`src/rtl/mem_access_stage.sv`:
```
`timescale 1ns/1ps
`default_nettype none
// ============================================================================
// Module   : mem_access_stage
// Purpose  : Memory-access pipeline stage that sits after ReadMem. Executes
//            RV32 loads (LB/LH/LW/LBU/LHU) and stores (SB/SH/SW) against a
//            req/gnt + rvalid data memory. All other instructions pass
//            through with one cycle of latency. Uses valid/ready handshakes
//            on both the upstream and downstream sides.
// Ports    : clk, rst (synchronous, active-low)
//            in_*_i    upstream bundle (valid/ready, pc, insn, rs1, rs2)
//            dmem_*    data memory request / response
//            out_*     downstream bundle (valid/ready, pc, insn, rd data,
//                      rd write enable, misalign fault)
// Revision : 1.0 - initial release
// ============================================================================
module mem_access_stage #(
  parameter int ADDR_WIDTH = 32
) (
  input  logic                  clk,
  input  logic                  rst,
  // upstream
  input  logic                  in_valid_i,
  output logic                  in_ready_o,
  input  logic [ADDR_WIDTH-3:0] in_pc_i,
  input  logic [31:0]           in_insn_i,
  input  logic [31:0]           in_rs1_i,
  input  logic [31:0]           in_rs2_i,
  // data memory
  output logic                  dmem_req_o,
  input  logic                  dmem_gnt_i,
  output logic                  dmem_we_o,
  output logic [3:0]            dmem_be_o,
  output logic [ADDR_WIDTH-3:0] dmem_addr_o,
  output logic [31:0]           dmem_wdata_o,
  input  logic                  dmem_rvalid_i,
  input  logic [31:0]           dmem_rdata_i,
  // downstream
  output logic                  out_valid_o,
  input  logic                  out_ready_i,
  output logic [ADDR_WIDTH-3:0] out_pc_o,
  output logic [31:0]           out_insn_o,
  output logic [31:0]           out_rd_data_o,
  output logic                  out_rd_we_o,
  output logic                  out_misalign_o
);

  localparam logic [6:0] C_OPC_LOAD  = 7'b0000011;
  localparam logic [6:0] C_OPC_STORE = 7'b0100011;

  typedef enum logic [1:0] {
    S_IDLE = 2'd0,
    S_REQ  = 2'd1,
    S_WAIT = 2'd2
  } state_e;

  state_e                  state_q, state_d;
  logic                    out_valid_q, out_valid_d;
  logic [ADDR_WIDTH-3:0]   out_pc_q, out_pc_d;
  logic [31:0]             out_insn_q, out_insn_d;
  logic [31:0]             out_rd_data_q, out_rd_data_d;
  logic                    out_rd_we_q, out_rd_we_d;
  logic                    out_misalign_q, out_misalign_d;
  logic [ADDR_WIDTH-3:0]   req_addr_q, req_addr_d;
  logic [3:0]              req_be_q, req_be_d;
  logic [31:0]             req_wdata_q, req_wdata_d;
  logic                    req_we_q, req_we_d;
  // Bundle of the memory op in flight, released to the output on completion
  logic [ADDR_WIDTH-3:0]   op_pc_q, op_pc_d;
  logic [31:0]             op_insn_q, op_insn_d;
  logic [1:0]              op_off_q, op_off_d;

  // --------------------------------------------------------------------------
  // Decode and effective address of the incoming bundle
  // --------------------------------------------------------------------------
  logic [6:0]            w_opcode;
  logic [2:0]            w_funct3;
  logic [1:0]            w_size;
  logic [31:0]           w_imm_i;
  logic [31:0]           w_imm_s;
  logic                  w_is_load;
  logic                  w_is_store;
  logic                  w_is_mem;
  logic [31:0]           w_ea_full;
  logic [ADDR_WIDTH-1:0] w_ea;
  logic                  w_misalign;
  logic [3:0]            w_be;
  logic [31:0]           w_wdata;
  logic                  w_fire;
  logic                  w_unused_bits;

  assign w_opcode  = in_insn_i[6:0];
  assign w_funct3  = in_insn_i[14:12];
  assign w_size    = w_funct3[1:0];
  assign w_imm_i   = {{20{in_insn_i[31]}}, in_insn_i[31:20]};
  assign w_imm_s   = {{20{in_insn_i[31]}}, in_insn_i[31:25], in_insn_i[11:7]};

  // Undefined funct3 values under a load/store opcode fall through as plain
  // pass-through bundles.
  assign w_is_load  = (w_opcode == C_OPC_LOAD) &&
                      ((w_funct3 == 3'b000) || (w_funct3 == 3'b001) ||
                       (w_funct3 == 3'b010) || (w_funct3 == 3'b100) ||
                       (w_funct3 == 3'b101));
  assign w_is_store = (w_opcode == C_OPC_STORE) &&
                      ((w_funct3 == 3'b000) || (w_funct3 == 3'b001) ||
                       (w_funct3 == 3'b010));
  assign w_is_mem   = w_is_load || w_is_store;

  assign w_ea_full  = in_rs1_i + (w_is_store ? w_imm_s : w_imm_i);
  assign w_ea       = w_ea_full[ADDR_WIDTH-1:0];

  assign w_misalign = w_is_mem &&
                      (((w_size == 2'b01) && w_ea[0]) ||
                       ((w_size == 2'b10) && (w_ea[1:0] != 2'b00)));

  always_comb begin
    w_be    = 4'b1111;
    w_wdata = in_rs2_i;
    case (w_size)
      2'b00: begin
        w_be    = 4'b0001 << w_ea[1:0];
        w_wdata = {4{in_rs2_i[7:0]}};
      end
      2'b01: begin
        w_be    = w_ea[1] ? 4'b1100 : 4'b0011;
        w_wdata = {2{in_rs2_i[15:0]}};
      end
      default: begin
        w_be    = 4'b1111;
        w_wdata = in_rs2_i;
      end
    endcase
  end

  // rs1 register field and any EA bits above ADDR_WIDTH are not needed here
  assign w_unused_bits = ^{in_insn_i[19:15], w_ea_full};

  // Reset also closes the input so nothing is taken while it is asserted
  assign in_ready_o = rst && (state_q == S_IDLE) && (!out_valid_q || out_ready_i);
  assign w_fire     = in_valid_i && in_ready_o;

  // --------------------------------------------------------------------------
  // Load data extraction for the op in flight
  // --------------------------------------------------------------------------
  logic [7:0]  w_ld_byte;
  logic [15:0] w_ld_half;
  logic [31:0] w_ld_data;

  always_comb begin
    w_ld_byte = dmem_rdata_i[7:0];
    case (op_off_q)
      2'd1:    w_ld_byte = dmem_rdata_i[15:8];
      2'd2:    w_ld_byte = dmem_rdata_i[23:16];
      2'd3:    w_ld_byte = dmem_rdata_i[31:24];
      default: w_ld_byte = dmem_rdata_i[7:0];
    endcase
    w_ld_half = op_off_q[1] ? dmem_rdata_i[31:16] : dmem_rdata_i[15:0];
    case (op_insn_q[14:12])
      3'b000:  w_ld_data = {{24{w_ld_byte[7]}}, w_ld_byte};
      3'b001:  w_ld_data = {{16{w_ld_half[15]}}, w_ld_half};
      3'b100:  w_ld_data = {24'd0, w_ld_byte};
      3'b101:  w_ld_data = {16'd0, w_ld_half};
      default: w_ld_data = dmem_rdata_i;
    endcase
  end

  // --------------------------------------------------------------------------
  // Next-state and output-register logic
  // --------------------------------------------------------------------------
  always_comb begin
    state_d        = state_q;
    // A presented bundle is retired by out_ready unless replaced below
    out_valid_d    = out_valid_q && !out_ready_i;
    out_pc_d       = out_pc_q;
    out_insn_d     = out_insn_q;
    out_rd_data_d  = out_rd_data_q;
    out_rd_we_d    = out_rd_we_q;
    out_misalign_d = out_misalign_q;
    req_addr_d     = req_addr_q;
    req_be_d       = req_be_q;
    req_wdata_d    = req_wdata_q;
    req_we_d       = req_we_q;
    op_pc_d        = op_pc_q;
    op_insn_d      = op_insn_q;
    op_off_d       = op_off_q;

    case (state_q)
      S_IDLE: begin
        if (w_fire) begin
          if (w_is_mem && !w_misalign) begin
            state_d     = S_REQ;
            req_addr_d  = w_ea[ADDR_WIDTH-1:2];
            req_be_d    = w_be;
            req_wdata_d = w_wdata;
            req_we_d    = w_is_store;
            op_pc_d     = in_pc_i;
            op_insn_d   = in_insn_i;
            op_off_d    = w_ea[1:0];
          end else begin
            out_valid_d    = 1'b1;
            out_pc_d       = in_pc_i;
            out_insn_d     = in_insn_i;
            out_rd_data_d  = 32'd0;
            out_rd_we_d    = 1'b0;
            out_misalign_d = w_misalign;
          end
        end
      end
      S_REQ: begin
        if (dmem_gnt_i) begin
          if (req_we_q) begin
            state_d        = S_IDLE;
            out_valid_d    = 1'b1;
            out_pc_d       = op_pc_q;
            out_insn_d     = op_insn_q;
            out_rd_data_d  = 32'd0;
            out_rd_we_d    = 1'b0;
            out_misalign_d = 1'b0;
          end else begin
            state_d = S_WAIT;
          end
        end
      end
      S_WAIT: begin
        if (dmem_rvalid_i) begin
          state_d        = S_IDLE;
          out_valid_d    = 1'b1;
          out_pc_d       = op_pc_q;
          out_insn_d     = op_insn_q;
          out_rd_data_d  = w_ld_data;
          out_rd_we_d    = (op_insn_q[11:7] != 5'd0);
          out_misalign_d = 1'b0;
        end
      end
      default: state_d = S_IDLE;
    endcase
  end

  always_ff @(posedge clk) begin
    if (!rst) begin
      state_q        <= S_IDLE;
      out_valid_q    <= 1'b0;
      out_pc_q       <= '0;
      out_insn_q     <= 32'd0;
      out_rd_data_q  <= 32'd0;
      out_rd_we_q    <= 1'b0;
      out_misalign_q <= 1'b0;
      req_addr_q     <= '0;
      req_be_q       <= 4'd0;
      req_wdata_q    <= 32'd0;
      req_we_q       <= 1'b0;
      op_pc_q        <= '0;
      op_insn_q      <= 32'd0;
      op_off_q       <= 2'd0;
    end else begin
      state_q        <= state_d;
      out_valid_q    <= out_valid_d;
      out_pc_q       <= out_pc_d;
      out_insn_q     <= out_insn_d;
      out_rd_data_q  <= out_rd_data_d;
      out_rd_we_q    <= out_rd_we_d;
      out_misalign_q <= out_misalign_d;
      req_addr_q     <= req_addr_d;
      req_be_q       <= req_be_d;
      req_wdata_q    <= req_wdata_d;
      req_we_q       <= req_we_d;
      op_pc_q        <= op_pc_d;
      op_insn_q      <= op_insn_d;
      op_off_q       <= op_off_d;
    end
  end

  assign dmem_req_o     = (state_q == S_REQ);
  assign dmem_we_o      = req_we_q;
  assign dmem_be_o      = req_be_q;
  assign dmem_addr_o    = req_addr_q;
  assign dmem_wdata_o   = req_wdata_q;

  assign out_valid_o    = out_valid_q;
  assign out_pc_o       = out_pc_q;
  assign out_insn_o     = out_insn_q;
  assign out_rd_data_o  = out_rd_data_q;
  assign out_rd_we_o    = out_rd_we_q;
  assign out_misalign_o = out_misalign_q;

endmodule
`default_nettype wire

```
`config.mk`:
```
export PLATFORM = sky130hd
export DESIGN_NAME = mem_access_stage
export DESIGN_NICKNAME = d
export VERILOG_FILES = /design/src/rtl/mem_access_stage.sv
export SDC_FILE = /design/constraint.sdc
export NUM_CORES = 1
export LEC_CHECK = 0
export CORE_AREA = 2 2 152 265
export CTS_CLUSTER_SIZE = 30
export DETAILED_ROUTE_END_ITERATION = 7
export DIE_AREA = 0 0 154 267
export PLACE_DENSITY_LB_ADDON = 0.08
export SLEW_MARGIN = 20
export SYNTH_ARGS = -nofsm -noshare
export SYNTH_HDL_FRONTEND = slang
export SYNTH_SLANG_ARGS = --single-unit
```
`constraint.sdc`:
```
create_clock -name clk -period 6.1 [get_ports clk]
set_input_delay 0.61 -clock clk [delete_from_list [all_inputs] [get_ports clk]]
set_output_delay 0.61 -clock clk [all_outputs]
set_load 0.1 [all_outputs]
```
==> results of run 1 <==
## sequential cells by signal, indices dropped and copies added (netlist names)
| signal | count |
|---|---|
| dmem_wdata_o | 32 |
| op_insn_q | 32 |
| out_insn_o | 32 |
| out_rd_data_o | 32 |
| dmem_addr_o | 30 |
| op_pc_q | 30 |
| out_pc_o | 30 |
| dmem_be_o | 4 |
| op_off_q | 2 |
| state_q | 2 |
| dmem_we_o | 1 |
| out_misalign_o | 1 |
| out_rd_we_o | 1 |
| out_valid_o | 1 |
## per-stage QoR
step                total power [mW]  instance area [um2]  util, %  setup slack, ps
finish                          3.96                16200     41.4             1260
global route                    4.13                16200     41.4              799
CTS                             4.04                16200     41.4             1270
detailed placement              2.35                15300     39.1              716
global placement                2.35                15300     39.1              770
floorplan                       2.07                11600        -             1950
## worst min-delay path by stage
stage,start,slack [ps],to
global placement,dmem_addr_o[25],440,dmem_addr_o[25]
CTS,out_rd_data_o[31],450,out_rd_data_o[31]
global route,dmem_addr_o[25],460,dmem_addr_o[25]
finish,out_rd_data_o[31],450,out_rd_data_o[31]
detailed placement,dmem_addr_o[25],440,dmem_addr_o[25]
floorplan,op_insn_q[0],440,op_insn_q[0]
## per-layer routing
| metal | track usage [%] | routed length, um | share of wire [%] | up-vias |
|---|---|---|---|---|
| met1 | 20.0 | 15300 | 37 | 5053 |
| met2 | 38.2 | 22300 | 54 | 283 |
| met3 | 4.40 | 2460 | 6.0 | 50 |
| met4 | 5.91 | 1010 | 2.5 | 2 |
| li1 | - | - | - | 5320 |
| met5 | 0 | 13 | 0.032 | - |
## worst reg2reg max path, stage by stage (launching register included)
cell,delay [ps]
dfxtp_1,930
mux4_2,620
and3b_1,290
nor3_1,260
nor3_2,50
buf_4,190
o21ai_0,120
a21boi_0,110
## layout by cell type (no fill, tap or decap), types with 4 or more instances in the layout
| master | count |
|---|---|
| nand2_1 | 332 |
| clkdlybuf4s50_1 | 327 |
| dfxtp_1 | 230 |
| a21boi_0 | 113 |
| o211a_1 | 81 |
| mux2i_1 | 79 |
| o21ai_0 | 76 |
| a21oi_1 | 37 |
| ha_1 | 34 |
| nand3_1 | 31 |
| clkbuf_16 | 27 |
| nor2_1 | 22 |
| inv_1 | 18 |
| xor2_1 | 17 |
| and2_1 | 15 |
| a21o_1 | 15 |
| xnor2_1 | 13 |
| a31oi_1 | 12 |
| o221ai_1 | 11 |
| buf_4 | 11 |
| nor3_1 | 10 |
| and3_1 | 9 |
| a221o_1 | 9 |
| clkbuf_1 | 9 |
| o211ai_1 | 8 |
| nand4_1 | 7 |
| nor2b_1 | 6 |
| mux2_2 | 5 |
| nand2b_1 | 5 |
| buf_12 | 5 |
| o21a_1 | 4 |
| clkinv_2 | 4 |
| clkbuf_8 | 4 |
## where the power goes
part	switching [mW]	total, mW	internal, mW
Sequential	0.0188	1.55	1.53
Combinational	0.484	0.763	0.279
Clock	0.662	1.65	0.987
## cell type report
| cell class | instances | area, um2 |
|---|---|---|
| antenna | 2 | 5.00 |
| clock buffer | 40 | 764 |
| clock inverter | 8 | 118 |
| fill | 3902 | 22900 |
| inverter | 19 | 71.3 |
| multi-input combinational | 1003 | 6520 |
| sequential | 230 | 4600 |
| tap | 490 | 613 |
| timing repair buffer | 345 | 3470 |
## cell families (layout without fill, tap and decap cells)
logic type / Yosys count / after routing / share of synthesized area (%)
AND/OR/NAND/NOR: 457 / 457 / 16.8
AO/OA/AOI/OAI: 395 / 395 / 25.4
flip-flops: 230 / 230 / 39.7
buffers and inverters: 128 / 412 / 4.33
multiplexers: 85 / 85 / 7.51
adder cells (fa/ha/maj): 36 / 36 / 3.95
XOR/XNOR: 30 / 30 / 2.27
other: 0 / 2 / 0
==> run metrics, run 1 <==
status=complete, no violations; Worst R2R End=out_rd_data_o[16]; Initial Utilization=29.7%; Root Driver=clkbuf_16; WL final=41100 um; Top FF cell, synth=dfxtp_1; IR drop worst, VDD=0.168 mV; critical-path maximum fanout=5; max-cap violation count=0; slowest stage delay, CP=590 ps; Cells after DPL=2087; Slew Limit Headroom=25.3%; sequential fraction of the synthesis area=39.7%; syn avg cell area=8.51 um2; crit end category=flip-flop; row count=96; Clock Latency Late Sink=550 ps; vias=10700; grt total ovfl=0; Final Cycle Share=79.3%; most frequent cell after synthesis=nand2_1; most area-consuming cells after synthesis=dfxtp_1 40%, nand2_1 11%, a21boi_0 7.3%; leakage power=6.48 nW; count of input and output buffers=329; area grow syn2layout=39.6%; setup bufs post-CTS=0; vias in the first global route=10800; fmax=0.207 GHz; Post-synth EDFFs=0; max-slew violations=0; CTS tree=built; post-DP HPWL=29700 um; nature of the critical path startpoint=primary input; Final #Nets=1825; Top delay family on crit path=compound AO/OA/AOI/OAI gates; FF-to-FF path depth=7; CP Cell Sequence=clkdlybuf4s50_1 -> nor4_1 -> and3_1 -> nand4b_1 -> mux2_2 -> ha_1 -> fa_1 -> a21oi_1 -> o21ai_0 -> a31oi_1 -> o211ai_1 -> a41oi_2 -> o21ai_0 -> a31oi_1 -> mux2i_1 -> nand3_1; die width=154 um; crit path to=dmem_addr_o[16]; Fin. Hold Viols=0; initial antenna violation count=3; Total GRT Usage=19.4%; DRC Markers=0; CTS buffer count=26; TNS Setup=0 ps; Max Buffers Root-to-Sink=3; largest net degree at the start of global routing=101; clock-pin slew on the worst setup and hold paths=70 ps; hold_ws=450 ps; worst path bufs/invs=1; R2R Path Start=op_off_q[1]; Cell Pwr Density=245 nW/um2; R2R Setup Slk=3410 ps; global-route wire length before repair=62400 um; Post-Syn Nets=1561; Setup violations, final=0; Hold Path Cell Cnt=2; Netlist cell types=64; Die Area=41100 um2; fraction of layout cells with a size suffix above 1=4.56%; Setup Crit Path Kind=primary input to flip-flop; Synth Instances=1361; Yosys reg bits=230; Synth top cells by count=332 x nand2_1, 230 x dfxtp_1, 113 x a21boi_0, 92 x clkbuf_1, 81 x o211a_1; ANT nets after route=0; Vias/cell=5.01; CP arrival=5260 ps; Mapped Area=11600 um2; unrepaired setup endpoints after global routing=false; core footprint=39000 um2; leading area contributor after synthesis=dfxtp_1; Ports=330; number of hold buffers added after CTS=0; # resized after CTS=0; First DRT Iteration DRCs=387; Synth top area share=39.7%; First-pass DRT Iterations=4; htree depth=1; Crit-path slowest cell=nor4_1; actual slew at the worst max-slew pin=1120 ps; minimum clock period=4840 ps; skew final=7.09 ps; Die Y=267 um; Stages on worst setup path=16; RD Place Congestion=0.888; Req. time, crit path=6520 ps; CP startpoint=in_insn_i[2]; wire per inst=19.2 um; Final Non-Filler Cells=2137; Worst Hold Class=flip-flop to flip-flop; # clock sinks=230; FFs w/ async S/R, synth=0%; Synth Warn #=0
Power figures use the tool's default switching activity.
==> inputs of run 2 (changes only) <==
clock period = 4.49 ns   (was 6.1 ns; I/O delays follow)
==> run 2 against run 1 <==
Worst setup slack worse by 960 ps. Sequential cell count did not move. Via count rose by 1.6%.
==> run metrics, run 2 (synthesized netlist as in run 1, its figures left out) <==
CTS tree=built; Cell Pwr Density=322 nW/um2; Ports=330; skew final=16.6 ps; fraction of layout cells with a size suffix above 1=7.29%; wire per inst=19.0 um; First-pass DRT Iterations=5; slowest stage delay, CP=450 ps; largest net degree at the start of global routing=235; DRC Markers=0; CP arrival=4610 ps; commonest non-fill, non-tap cell in the layout=nand2_1; RD Place Congestion=0.852; Worst R2R End=out_rd_data_o[4]; Initial Utilization=29.7%; Finished Cell Area=16600 um2; max-slew violations=0; critical-path maximum fanout=3; WL final=41300 um; unrepaired setup endpoints after global routing=false; number of hold buffers added after CTS=0; Worst Hold Class=flip-flop to flip-flop; crit end category=flip-flop; Die Y=267 um; Layout fillers=3873; Clock Power Share=40.3%; die width=154 um; leakage power=6.73 nW; most frequent cells in the layout=332 x nand2_1, 327 x clkdlybuf4s50_1, 230 x dfxtp_1, 113 x a21boi_0, 81 x o211a_1; count of input and output buffers=329; R2R Setup Slk=1870 ps; row count=96; hold wc startpoint=dmem_addr_o[25]; logic gate share of total power=20.2%; global-route wire length before repair=62200 um; Setup violations, final=0; First DRT Iteration DRCs=449; Clock Latency Late Sink=540 ps; ANT nets after route=0; clock-pin slew on the worst setup and hold paths=60 ps; max-cap violation count=0; Slew Limit Headroom=26.2%; IR drop worst, VDD=0.224 mV; status=complete, no violations; CTS buffer count=25; Final Power=5.35 mW; Sw Ratio=29.5%; vias in the first global route=10700; Setup Crit Path Kind=primary input to flip-flop; switching power=1.58 mW; # clock sinks=230; R2R Path Start=state_q[0]; minimum clock period=4190 ps; Crit-path slowest cell=clkdlybuf4s50_1; htree depth=1; Max Buffers Root-to-Sink=3; Vias/cell=4.99; post-DP HPWL=30300 um; Final Cycle Share=93.3%; Worst Hold Path EP=dmem_addr_o[25]; Root Driver=clkbuf_16; Layout Utilization=42.5%; Hold Path Cell Cnt=2; Req. time, crit path=4900 ps; Final #Nets=1872; initial antenna violation count=3; grt total ovfl=0; actual slew at the worst max-slew pin=1100 ps; area grow syn2layout=43.3%; Total GRT Usage=19.2%; Die Area=41100 um2; core footprint=39000 um2; DP Area=15700 um2; Internal=3.77 mW; fmax=0.239 GHz; Seq pwr share=39.5%; vias=10900; Fin. Hold Viols=0; nature of the critical path startpoint=primary input; CP Cell Sequence=clkdlybuf4s50_1 -> nor4_2 -> buf_4 -> and3_1 -> nand4b_1 -> mux2_2 -> ha_1 -> fa_1 -> a21oi_1 -> o21ai_0 -> a31oi_1 -> o211ai_1 -> a41oi_2 -> buf_4 -> o311ai_1 -> o311ai_1 -> xor2_1 -> o21ai_0; FF-to-FF path depth=8
==> run 2: changes by cell type in the layout (fill, tap and decap cells not counted) <==
cell        change
clkbuf_16       -2
buf_12          +9
clkinv_4        +1
nor4_2          +1
clkbuf_1        -4
buf_4          +39
nor4_1          -1
clkbuf_8        +1
clkinvlp_4      -1
diode_2         -1
==> run 2: per-stage QoR <==
step / instances / hold slack [ps] / setup slack, ps / setup TNS, ps
2_1_floorplan: 1361 / 440 / 502 / 0
3_3_place_gp: 2134 / 445 / -342 / -30050
3_5_place_dp: 2134 / 444 / -332 / -24180
4_1_cts: 2177 / 454 / 230 / 0
5_1_grt: 2179 / 482 / 5.85 / 0
6_report: 2179 / 452 / 299 / 0
==> run 2: power by group through the flow <==
stage	clock, mW	combinational [mW]	sequential [mW]
after floorplan	0	0.366	2.45
after global routing	2.31	1.14	2.11
after global placement	0	1.08	2.16
final	2.16	1.08	2.11
after CTS	2.24	1.08	2.11
after detailed placement	0	1.08	2.16
==> run 2: layout make-up <==
type	count	area, um2	share of cell area (%)
Timing Repair Buffer	393	3950	23.8
Antenna cell	1	2.50	0.0151
Multi-Input combinational cell	1003	6530	39.3
Sequential cell	230	4600	27.7
Clock inverter	8	119	0.716
Clock buffer	35	713	4.30
Tap cell	490	613	3.69
Inverter	19	71.3	0.430
==> run 2: worst max-delay path, delay by kind of cell <==
| kind | cells | cell delay (ps) |
|---|---|---|
| AO/OA/AOI/OAI | 8 | 1590 |
| buffers and inverters | 3 | 790 |
| AND/OR/NAND/NOR | 3 | 690 |
| adder cells (fa/ha/maj) | 2 | 620 |
| multiplexers | 1 | 320 |
| XOR/XNOR | 1 | 160 |
==> run 2: timing repair <==
action / in CTS / in global routing
gates resized for setup: 0 / 1
endpoints found under the setup margin: 0 / 43
buffers inserted: 0 / 1
==> run 2: worst max-delay path by stage <==
| stage | from | endpoint | slack (ps) | cells past startpoint |
|---|---|---|---|---|
| 2_1_floorplan | in_insn_i[2] | out_insn_o[10] | 500 | 14 |
| 3_3_place_gp | in_insn_i[2] | out_insn_o[15] | -340 | 18 |
| 3_5_place_dp | in_insn_i[2] | dmem_addr_o[26] | -330 | 17 |
| 4_1_cts | in_insn_i[2] | dmem_addr_o[16] | 230 | 17 |
| 5_1_grt | in_insn_i[2] | out_rd_data_o[12] | 6 | 18 |
| 6_report | in_insn_i[3] | dmem_addr_o[26] | 300 | 18 |
==> run 2: per-layer routing <==
layer / vias to the layer above / track usage, % / part of all wire, %
met5: - / 0 / 0.039
met4: 2 / 6.59 / 2.9
met3: 61 / 4.19 / 5.6
met2: 277 / 37.6 / 54
met1: 5121 / 19.9 / 38
li1: 5423 / - / -
==> inputs of run 3 (changes only) <==
SLEW_MARGIN = default   (was 20)
==> results of run 3 <==
No change in the layout: final DEF, timing and power equal those of run 2.
